**config.mk**
```make
export PLATFORM = sky130hd
export DESIGN_NAME = sa_fifo_ctrl_16x14
export DESIGN_NICKNAME = d
export VERILOG_FILES = /design/src/rtl/sa_fifo_ctrl_16x14.sv
export SDC_FILE = /design/constraint.sdc
export NUM_CORES = 1
export LEC_CHECK = 0
export ABC_AREA = 1
export CORE_MARGIN = 5
export CORE_UTILIZATION = 24
export CTS_CLUSTER_DIAMETER = 60
export DETAILED_ROUTE_END_ITERATION = 8
export GPL_ROUTABILITY_DRIVEN = 0
export PLACE_DENSITY_LB_ADDON = 0.05
export SYNTH_ARGS = -nofsm -noshare
export SYNTH_HDL_FRONTEND = slang
export SYNTH_SLANG_ARGS = --single-unit
export TNS_END_PERCENT = 5
```
**constraint.sdc**
```tcl
create_clock -name nvdla_core_clk -period 6.2 [get_ports nvdla_core_clk]
set_input_delay 1.24 -clock nvdla_core_clk [delete_from_list [all_inputs] [get_ports nvdla_core_clk]]
set_output_delay 1.24 -clock nvdla_core_clk [all_outputs]
set_load 0.02 [all_outputs]
```
**src/rtl/sa_fifo_ctrl_16x14.sv**
```systemverilog
// ---------------------------------------------------------------------------
// sa_fifo_ctrl_16x14
// Controller for a 16-deep, 14-bit wide FIFO built around an external RAM.
// The RAM has a two-stage registered read path: ram_re latches the read
// address, ram_ore loads the output register one cycle later, and ram_dout
// is valid the cycle after that. Read data lands in a 3-entry output buffer
// that drives the read-side valid/ready interface.
//
// Ports
//   nvdla_core_clk      : clock, rising edge
//   nvdla_core_rstn     : synchronous active-low reset
//   wr_pvld/wr_prdy     : write-side handshake, payload wr_pd[13:0]
//   rd_pvld/rd_prdy     : read-side handshake, payload rd_pd[13:0]
//   fifo_count[4:0]     : registered total occupancy (RAM + in flight + buffer)
//   ram_wa/ram_we/ram_di: RAM write port
//   ram_ra/ram_re/ram_ore, ram_dout : RAM read port
//   pwrbus_ram_pd       : passed through to ram_pwrbus_ram_pd
// ---------------------------------------------------------------------------
module sa_fifo_ctrl_16x14 (
    input  logic        nvdla_core_clk,
    input  logic        nvdla_core_rstn,
    input  logic        wr_pvld,
    output logic        wr_prdy,
    input  logic [13:0] wr_pd,
    output logic        rd_pvld,
    input  logic        rd_prdy,
    output logic [13:0] rd_pd,
    output logic [4:0]  fifo_count,
    output logic [3:0]  ram_wa,
    output logic        ram_we,
    output logic [13:0] ram_di,
    output logic [3:0]  ram_ra,
    output logic        ram_re,
    output logic        ram_ore,
    input  logic [13:0] ram_dout,
    input  logic [31:0] pwrbus_ram_pd,
    output logic [31:0] ram_pwrbus_ram_pd
);

    logic [3:0]  wr_ptr;
    logic [3:0]  rd_ptr;
    logic [4:0]  ram_cnt;
    logic        s1;
    logic        s2;
    logic [13:0] obuf [0:2];
    logic [1:0]  obuf_head;
    logic [1:0]  obuf_tail;
    logic [1:0]  obuf_cnt;

    logic        wr_accept;
    logic        rd_pop;
    logic [2:0]  occupancy;
    logic [4:0]  ram_cnt_nxt;
    logic [1:0]  obuf_cnt_nxt;
    logic [4:0]  fifo_count_nxt;

    // Handshake and RAM control. Every control output is gated with the
    // reset input so nothing fires while reset is held, even before the
    // first reset edge has cleared the state.
    always_comb begin
        wr_prdy   = nvdla_core_rstn & (ram_cnt < 5'd16);
        wr_accept = wr_pvld & wr_prdy;
        ram_we    = wr_accept;
        ram_wa    = wr_ptr;
        ram_di    = wr_pd;

        rd_pvld   = nvdla_core_rstn & (obuf_cnt != 2'd0);
        rd_pop    = rd_pvld & rd_prdy;
        rd_pd     = obuf[obuf_head];

        // Credit check: words already committed to the output buffer after
        // this cycle's pop. Counting the pop lets a full pipeline keep
        // issuing one read per cycle without ever overflowing the buffer.
        occupancy = {2'b00, s1} + {2'b00, s2} + {1'b0, obuf_cnt} - {2'b00, rd_pop};
        ram_re    = nvdla_core_rstn & (ram_cnt != 5'd0) & (occupancy < 3'd3);
        ram_ra    = rd_ptr;
        ram_ore   = nvdla_core_rstn & s1;

        ram_cnt_nxt    = ram_cnt + {4'd0, wr_accept} - {4'd0, ram_re};
        obuf_cnt_nxt   = obuf_cnt + {1'b0, s2} - {1'b0, rd_pop};
        fifo_count_nxt = ram_cnt_nxt + {4'd0, ram_re} + {4'd0, s1} + {3'd0, obuf_cnt_nxt};

        ram_pwrbus_ram_pd = pwrbus_ram_pd;
    end

    // Control state: pointers, counters and the read pipeline valid bits.
    // fifo_count is loaded with the post-update occupancy so it always
    // describes the contents held in the current cycle.
    always_ff @(posedge nvdla_core_clk) begin
        if (!nvdla_core_rstn) begin
            wr_ptr     <= 4'd0;
            rd_ptr     <= 4'd0;
            ram_cnt    <= 5'd0;
            s1         <= 1'b0;
            s2         <= 1'b0;
            obuf_head  <= 2'd0;
            obuf_tail  <= 2'd0;
            obuf_cnt   <= 2'd0;
            fifo_count <= 5'd0;
        end else begin
            if (wr_accept) begin
                wr_ptr <= wr_ptr + 4'd1;
            end
            if (ram_re) begin
                rd_ptr <= rd_ptr + 4'd1;
            end
            ram_cnt <= ram_cnt_nxt;
            s1      <= ram_re;
            s2      <= s1;
            if (s2) begin
                obuf_tail <= (obuf_tail == 2'd2) ? 2'd0 : obuf_tail + 2'd1;
            end
            if (rd_pop) begin
                obuf_head <= (obuf_head == 2'd2) ? 2'd0 : obuf_head + 2'd1;
            end
            obuf_cnt   <= obuf_cnt_nxt;
            fifo_count <= fifo_count_nxt;
        end
    end

    // Output buffer storage needs no reset: entries are only visible
    // through obuf_cnt, which reset clears.
    always_ff @(posedge nvdla_core_clk) begin
        if (nvdla_core_rstn && s2) begin
            obuf[obuf_tail] <= ram_dout;
        end
    end

endmodule

```
### Word-level counts from Yosys, hierarchy flattened

Memories as Yosys holds them, arrays and structs flattened. A register that Yosys moved wholly into a read port is not among the register bits.
Cells that the tools add are included.

| storage, ports and cells | value |
|---|---|
| register bits after elaboration | 26 |
| latch bits | 0 |
| bits in writable memories | 42 |
| memory bits (read-only) | 0 |
| input bits | 64 |
| output and inout port bits | 78 |
| memories kept | 1 |

| cells by class | value |
|---|---|
| $add $sub $neg | 14 |
| multiply operators | 0 |
| div/mod/pow operators | 0 |
| magnitude comparators | 2 |
| equality and inequality tests | 2 |
| shift operators | 0 |
| muxes and demuxes | 6 |
| bitwise gates (word level) | 7 |
| reduce and logical (&&, ||, !) cells | 3 |

Memories:

| name | words | bits a word | read ports | clocked after memory_dff | wr ports | line | RTL |
|---|---|---|---|---|---|---|---|
| obuf | 3 | 14 | 1 | 1 | 1 | 45 | `logic [13:0] obuf [0:2];` |

Operators by type and width:

| operator | number |
|---|---|
| $add A5 B1 Y5 | 3 |
| $add A4 B1 Y4 const B | 2 |
| $mux W2 | 4 |
| $and A1 B1 Y1 | 7 |
| $add A5 B2 Y5 | 1 |
| $lt A5 B5 Y1 const B | 1 |
| $reduce_bool A5 Y1 | 1 |
| $sub A5 B1 Y5 | 1 |
| $add A2 B1 Y2 const B | 2 |
| $eq A2 B2 Y1 const B | 2 |
| $add A2 B2 Y3 | 1 |
| $lt A3 B2 Y1 const B | 1 |
| $sub A3 B1 Y3 | 1 |
| $add A1 B1 Y2 | 1 |
| $add A2 B1 Y2 | 1 |
| $mux W1 | 2 |
| $reduce_bool A2 Y1 | 1 |
| $sub A2 B1 Y2 | 1 |
| $logic_and A1 B1 Y1 | 1 |

### Longest topological paths before layout

| logic depth | value |
|---|---|
| depth in word-level cells | 10 |
| mapped depth | 29 |
| gate-level depth less buffers | 28 |

### Worst setup path before layout

No wires, ideal clock.

| timing path | value |
|---|---|
| kind | in2reg |
| start | in nvdla_core_rstn |
| end | reg fifo_count[4] |
| arrival | 5523 ps |
| data required time | 6086 ps |
| setup slack | 563 ps |
| stages | 28 |
| path buffers | 1 |
| cell sequence | buf_6 > inv_8 > a21oi_4 > nand2_1 > clkinv_2 > ha_1 > fa_1 > inv_1 > fa_1 > inv_1 > o21ai_2 > nor2_4 > nand2_4 > inv_1 > ha_1 > inv_1 > ha_1 > inv_1 > fa_1 > inv_1 > ha_1 > fa_1 > nand2_1 > nand2_1 > nand3_1 > nand2_1 > nand2_1 > nor2_2 |

| between the ends | value |
|---|---|
| longest elaborated chain between the ends | 9 |
| elaborated cells on any way between the ends | 14 |
| those cells by class | add/sub: 7; order compare: 1; bitwise: 6 |

RTL lines:

| element | line | RTL |
|---|---|---|
| start, declared | 21 | `input logic nvdla_core_rstn,` |
| $and A1 B1 Y1 | 67 | `rd_pvld = nvdla_core_rstn & (obuf_cnt != 2'd0);` |
| via rd_pvld | 25 | `output logic rd_pvld,` |
| $and A1 B1 Y1 | 68 | `rd_pop = rd_pvld & rd_prdy;` |
| $sub A3 B1 Y3 | 74 | `occupancy = {2'b00, s1} + {2'b00, s2} + {1'b0, obuf_cnt} - {2'b00, rd_pop};` |
| $lt A3 B2 Y1 | 75 | `ram_re = nvdla_core_rstn & (ram_cnt != 5'd0) & (occupancy < 3'd3);` |
| $and A1 B1 Y1 | 75 |  |
| via ram_re | 33 | `output logic ram_re,` |
| $sub A5 B1 Y5 | 79 | `ram_cnt_nxt = ram_cnt + {4'd0, wr_accept} - {4'd0, ram_re};` |
| via ram_cnt_nxt[1] | 53 | `logic [4:0] ram_cnt_nxt;` |
| $add A5 B1 Y5 (2 in series) | 81 | `fifo_count_nxt = ram_cnt_nxt + {4'd0, ram_re} + {4'd0, s1} + {3'd0, obuf_cnt_nxt};` |
| $add A5 B2 Y5 | 81 |  |
| end signal, assigned | 117 | `fifo_count <= fifo_count_nxt;` |
| end, declared | 28 | `output logic [4:0] fifo_count,` |

The timed path passes the listed nets, and every way through them passes these cells.
A chain may end at the register's enable or synchronous reset.

### Worst setup path after layout

| timing path | value |
|---|---|
| start | in nvdla_core_rstn |
| end | reg fifo_count[4] |

| between the ends | value |
|---|---|
| longest elaborated chain between the ends | 9 |
| elaborated cells on any way between the ends | 14 |
| those cells by class | add/sub: 7; order compare: 1; bitwise: 6 |

RTL lines:

| element | line |
|---|---|
| $and A1 B1 Y1 | 67 |
| $and A1 B1 Y1 | 68 |
| $sub A3 B1 Y3 | 74 |
| $lt A3 B2 Y1 | 75 |
| $and A1 B1 Y1 | 75 |
| $sub A5 B1 Y5 * | 79 |
| via ram_cnt_nxt[1] | 53 |
| $add A5 B1 Y5 * (2 in series) | 81 |
| $add A5 B2 Y5 * | 81 |

Mark *: on every way through the listed nets, which the timed path passes. The rest lies on a longest branch.

==> results.md <==
- Top post-synthesis cells by area: edfxtp_1, dfxtp_1, buf_4
- CP Capture Type: flip-flop
- Total grt overflow: 0
- Nets: 441
- Slowest stage delay, CP: 0.60 ns
- Largest family of logic cells by synthesized area: buffers and inverters
- CTS tree: done
- Synth Net Count: 427
- DRT Wirelength: 7640 um
- Final Skew: 0.00507 ns
- Hold_buf cts: 0
- Setup_tns: 0 ns
- Setup crit start kind: input pin
- Core footprint: 14000 um2
- Cells resized by post-CTS repair: 0
- Final critical-path share of the clock period: 0.918
- Stages on the worst setup path: 28
- RSZ-0062 raised after global routing: false
- Worst Tran Pin Value: 0.876 ns
- First-pass GRT wire length: 12100 um
- CTS buffer count: 9
- Clock sinks: 70
- Pre-CTS setup slack: 0.115 ns
- DRT iter0 DRCs: 66
- Vias in the first global route: 2254
- Synth warn: 0
- CP most frequent cell: inv_1
- # port buffers: 49
- Routed vias: 2222
- CP max-delay cell: clkdlybuf4s50_1
- Final hold violations: 0
- Die Area: 16800 um2
- Worst EP arrival: 5.92 ns
- Drt wl/cell: 14.1 um
- Min-delay worst type: reg -> reg
- Reg2reg path depth: 27
- Yosys reg bits: 70
- Simple-gate area share of the yosys netlist: 0.138
- Pwr dens: 479 nW/um2
- Final Critical Period: 5.69 ns
- Storage cell area: 1820 um2
- Ant. Diodes: 0
- Vert. Die Dim: 130 um
- Fill count: 1512
- Post-synth top flop: edfxtp_1
- Die width: 130 um
- Post-route ant nets: 0
- Mux contribution to synthesized area: 0
- Num rows: 43
- Slack of the critical path: 0.511 ns
- Max transition margin: 0.415
- Max Cap Viol: 0
- WS Path Type: in -> reg
- Leading area contributor after synthesis: edfxtp_1
- Asr flop ratio synth: 0
- Global-route usage over all layers: 0.0965
- I/O pin cnt: 142
- Post-synthesis cell count: 343
- Synth Area per Inst: 10.0 um2
- Cell Area, Synth: 3440 um2
- H-tree depth: 3
- Dpl hpwl: 5310 um
- Status: completed
- Post-CTS setup buffers: 0
- Maximum VDD drop: 0.244 mV
- Leak pwr: 1.68 nW
- Bufs and invs on worst path: 9
- Compound-Gate Fraction of Synth Area: 0.0749
- Root Driver: clkbuf_16
- Worst skew pair latency: 0.33 ns
- Starting Density: 0.246
- Hold Path Stages: 2
- Pin count of the biggest net entering global routing: 19
- Crit-path max FO: 8
- Post-synthesis adder-cell area fraction: 0.0836
- Share of cells above drive strength 1: 0.0994
- Share of the synthesized area in the top cell type: 0.367
- Post-synth EDFFs: 42
- Setup violation total in the final timing report: 0
- CTS Buffer Depth: 2
- Area Growth Syn to Fin: 20.3%
- Reg clk slew, reported paths: 0.06 ns
- Multi-input logic area: 1070 um2
- CP delay by family, top: adder cells
- XOR/XNOR Fraction of Synth Area: 0.0127
- CP Data Required Time: 6.43 ns
- Slew Viols, Final: 0
- Synth unique cells: 33
- Vias per cell: 4.10
- DRC viols: 0
- Max Clock Freq: 176 MHz
- Sequential fraction of the synthesis area: 0.529
- Pre-antenna DRT Iters: 4
- Initial antenna violation count: 0
per-stage QoR:
| step | power [W] | hold slack (ns) | cells | area [um2] | util |
|---|---|---|---|---|---|
| 6_report | 0.00198 | 0.494 | 542 | 4140 | 0.296 |
| 5_1_grt | 0.00217 | 0.535 | 542 | 4140 | 0.296 |
| 4_1_cts | 0.00203 | 0.499 | 542 | 4140 | 0.296 |
| 3_5_place_dp | 0.00147 | 0.485 | 526 | 3830 | 0.274 |
| 3_3_place_gp | 0.00149 | 0.491 | 526 | 3830 | 0.274 |
| 2_1_floorplan | 0.00123 | 0.471 | 343 | 3440 | - |
routing by layer:
layer / global-route usage / part of all wire / wire length [um] / vias to the layer above
li1: - / - / - / 1099
met1: 0.112 / 0.44 / 3380 / 1046
met2: 0.154 / 0.47 / 3590 / 54
met3: 0.0467 / 0.069 / 524 / 23
met4: 0.0385 / 0.019 / 144 / 0
met5: 0 / 0 / 0 / -
cell type report:
| type | count | area share |
|---|---|---|
| clock buffer | 11 | 0.0562 |
| clock inverter | 5 | 0.0184 |
| inverter | 44 | 0.0423 |
| multi-input combinational | 177 | 0.259 |
| sequential | 70 | 0.440 |
| tap | 180 | 0.0544 |
| timing repair buffer | 55 | 0.129 |
worst reg2reg max path, delay by kind of cell (launching register included):
family | cells | cell delay [ns]
DFF | 1 | 0.32
buffers and inverters | 8 | 0.71
AOI/OAI and AO/OA | 2 | 0.14
adders and majority gates | 8 | 2.73
and+or+nand+nor | 9 | 0.70
state kept, by name, summed over array words and instances (netlist names), named ones only:
register	flops
ram_wa	4
s1	1
obuf_tail	2
obuf_cnt	2
ram_cnt	5
s2	1
fifo_count	5
ram_ra	4
obuf_head	2
obuf	42
worst paths after layout:
| kind | from | to | slack, ns |
|---|---|---|---|
| max | nvdla_core_rstn | fifo_count[4]$_SDFF_PN0_ | 0.51 |
| min | ram_ra[3]$_SDFFE_PN0P_ | ram_ra[3]$_SDFFE_PN0P_ | 0.49 |
| min reg2reg | ram_ra[3]$_SDFFE_PN0P_ | ram_ra[3]$_SDFFE_PN0P_ | 0.49 |
| max reg2reg | obuf_cnt[1]$_SDFF_PN0_ | fifo_count[4]$_SDFF_PN0_ | 1.52 |
cell families (layout without fill, tap and decap cells):
group | Yosys count | count (layout)
simple gates | 107 | 107
buf+inv | 96 | 115
flops | 70 | 70
compound gates | 45 | 45
fa+ha+maj | 20 | 20
xor+xnor | 5 | 5
Yosys cell counts (all sizes together), types with 2 or more instances:
cell type  instances
a21oi             37
buf               51
clkinv             2
dfxtp             28
edfxtp            42
fa                 5
ha                15
inv               42
nand2             54
nand3             15
nand4              2
nor2              34
nor3               2
o21ai              3
o22ai              2
xnor2              2
xor2               3
cells in the final DEF (no fill, tap or decap), types with 5 or more instances in the layout:
cell type and instances:
nand2_1 52, fa_1 5, a21oi_1 35, nand3_1 15, nor2_1 29, buf_4 6, ha_1 15, edfxtp_1 42
dfxtp_1 28, clkdlybuf4s50_1 49, inv_1 40, clkbuf_16 9
where the power goes:
| part | leakage, nW | internal [W] | total [W] | switching [W] |
|---|---|---|---|---|
| combinational | 0.919 | 0.000351 | 0.000832 | 0.000481 |
| sequential | 0.609 | 0.000561 | 0.000611 | 0.0000503 |
| clock | 0.147 | 0.000350 | 0.000539 | 0.000189 |
Note: power is estimated with default switching activity, not from simulation.
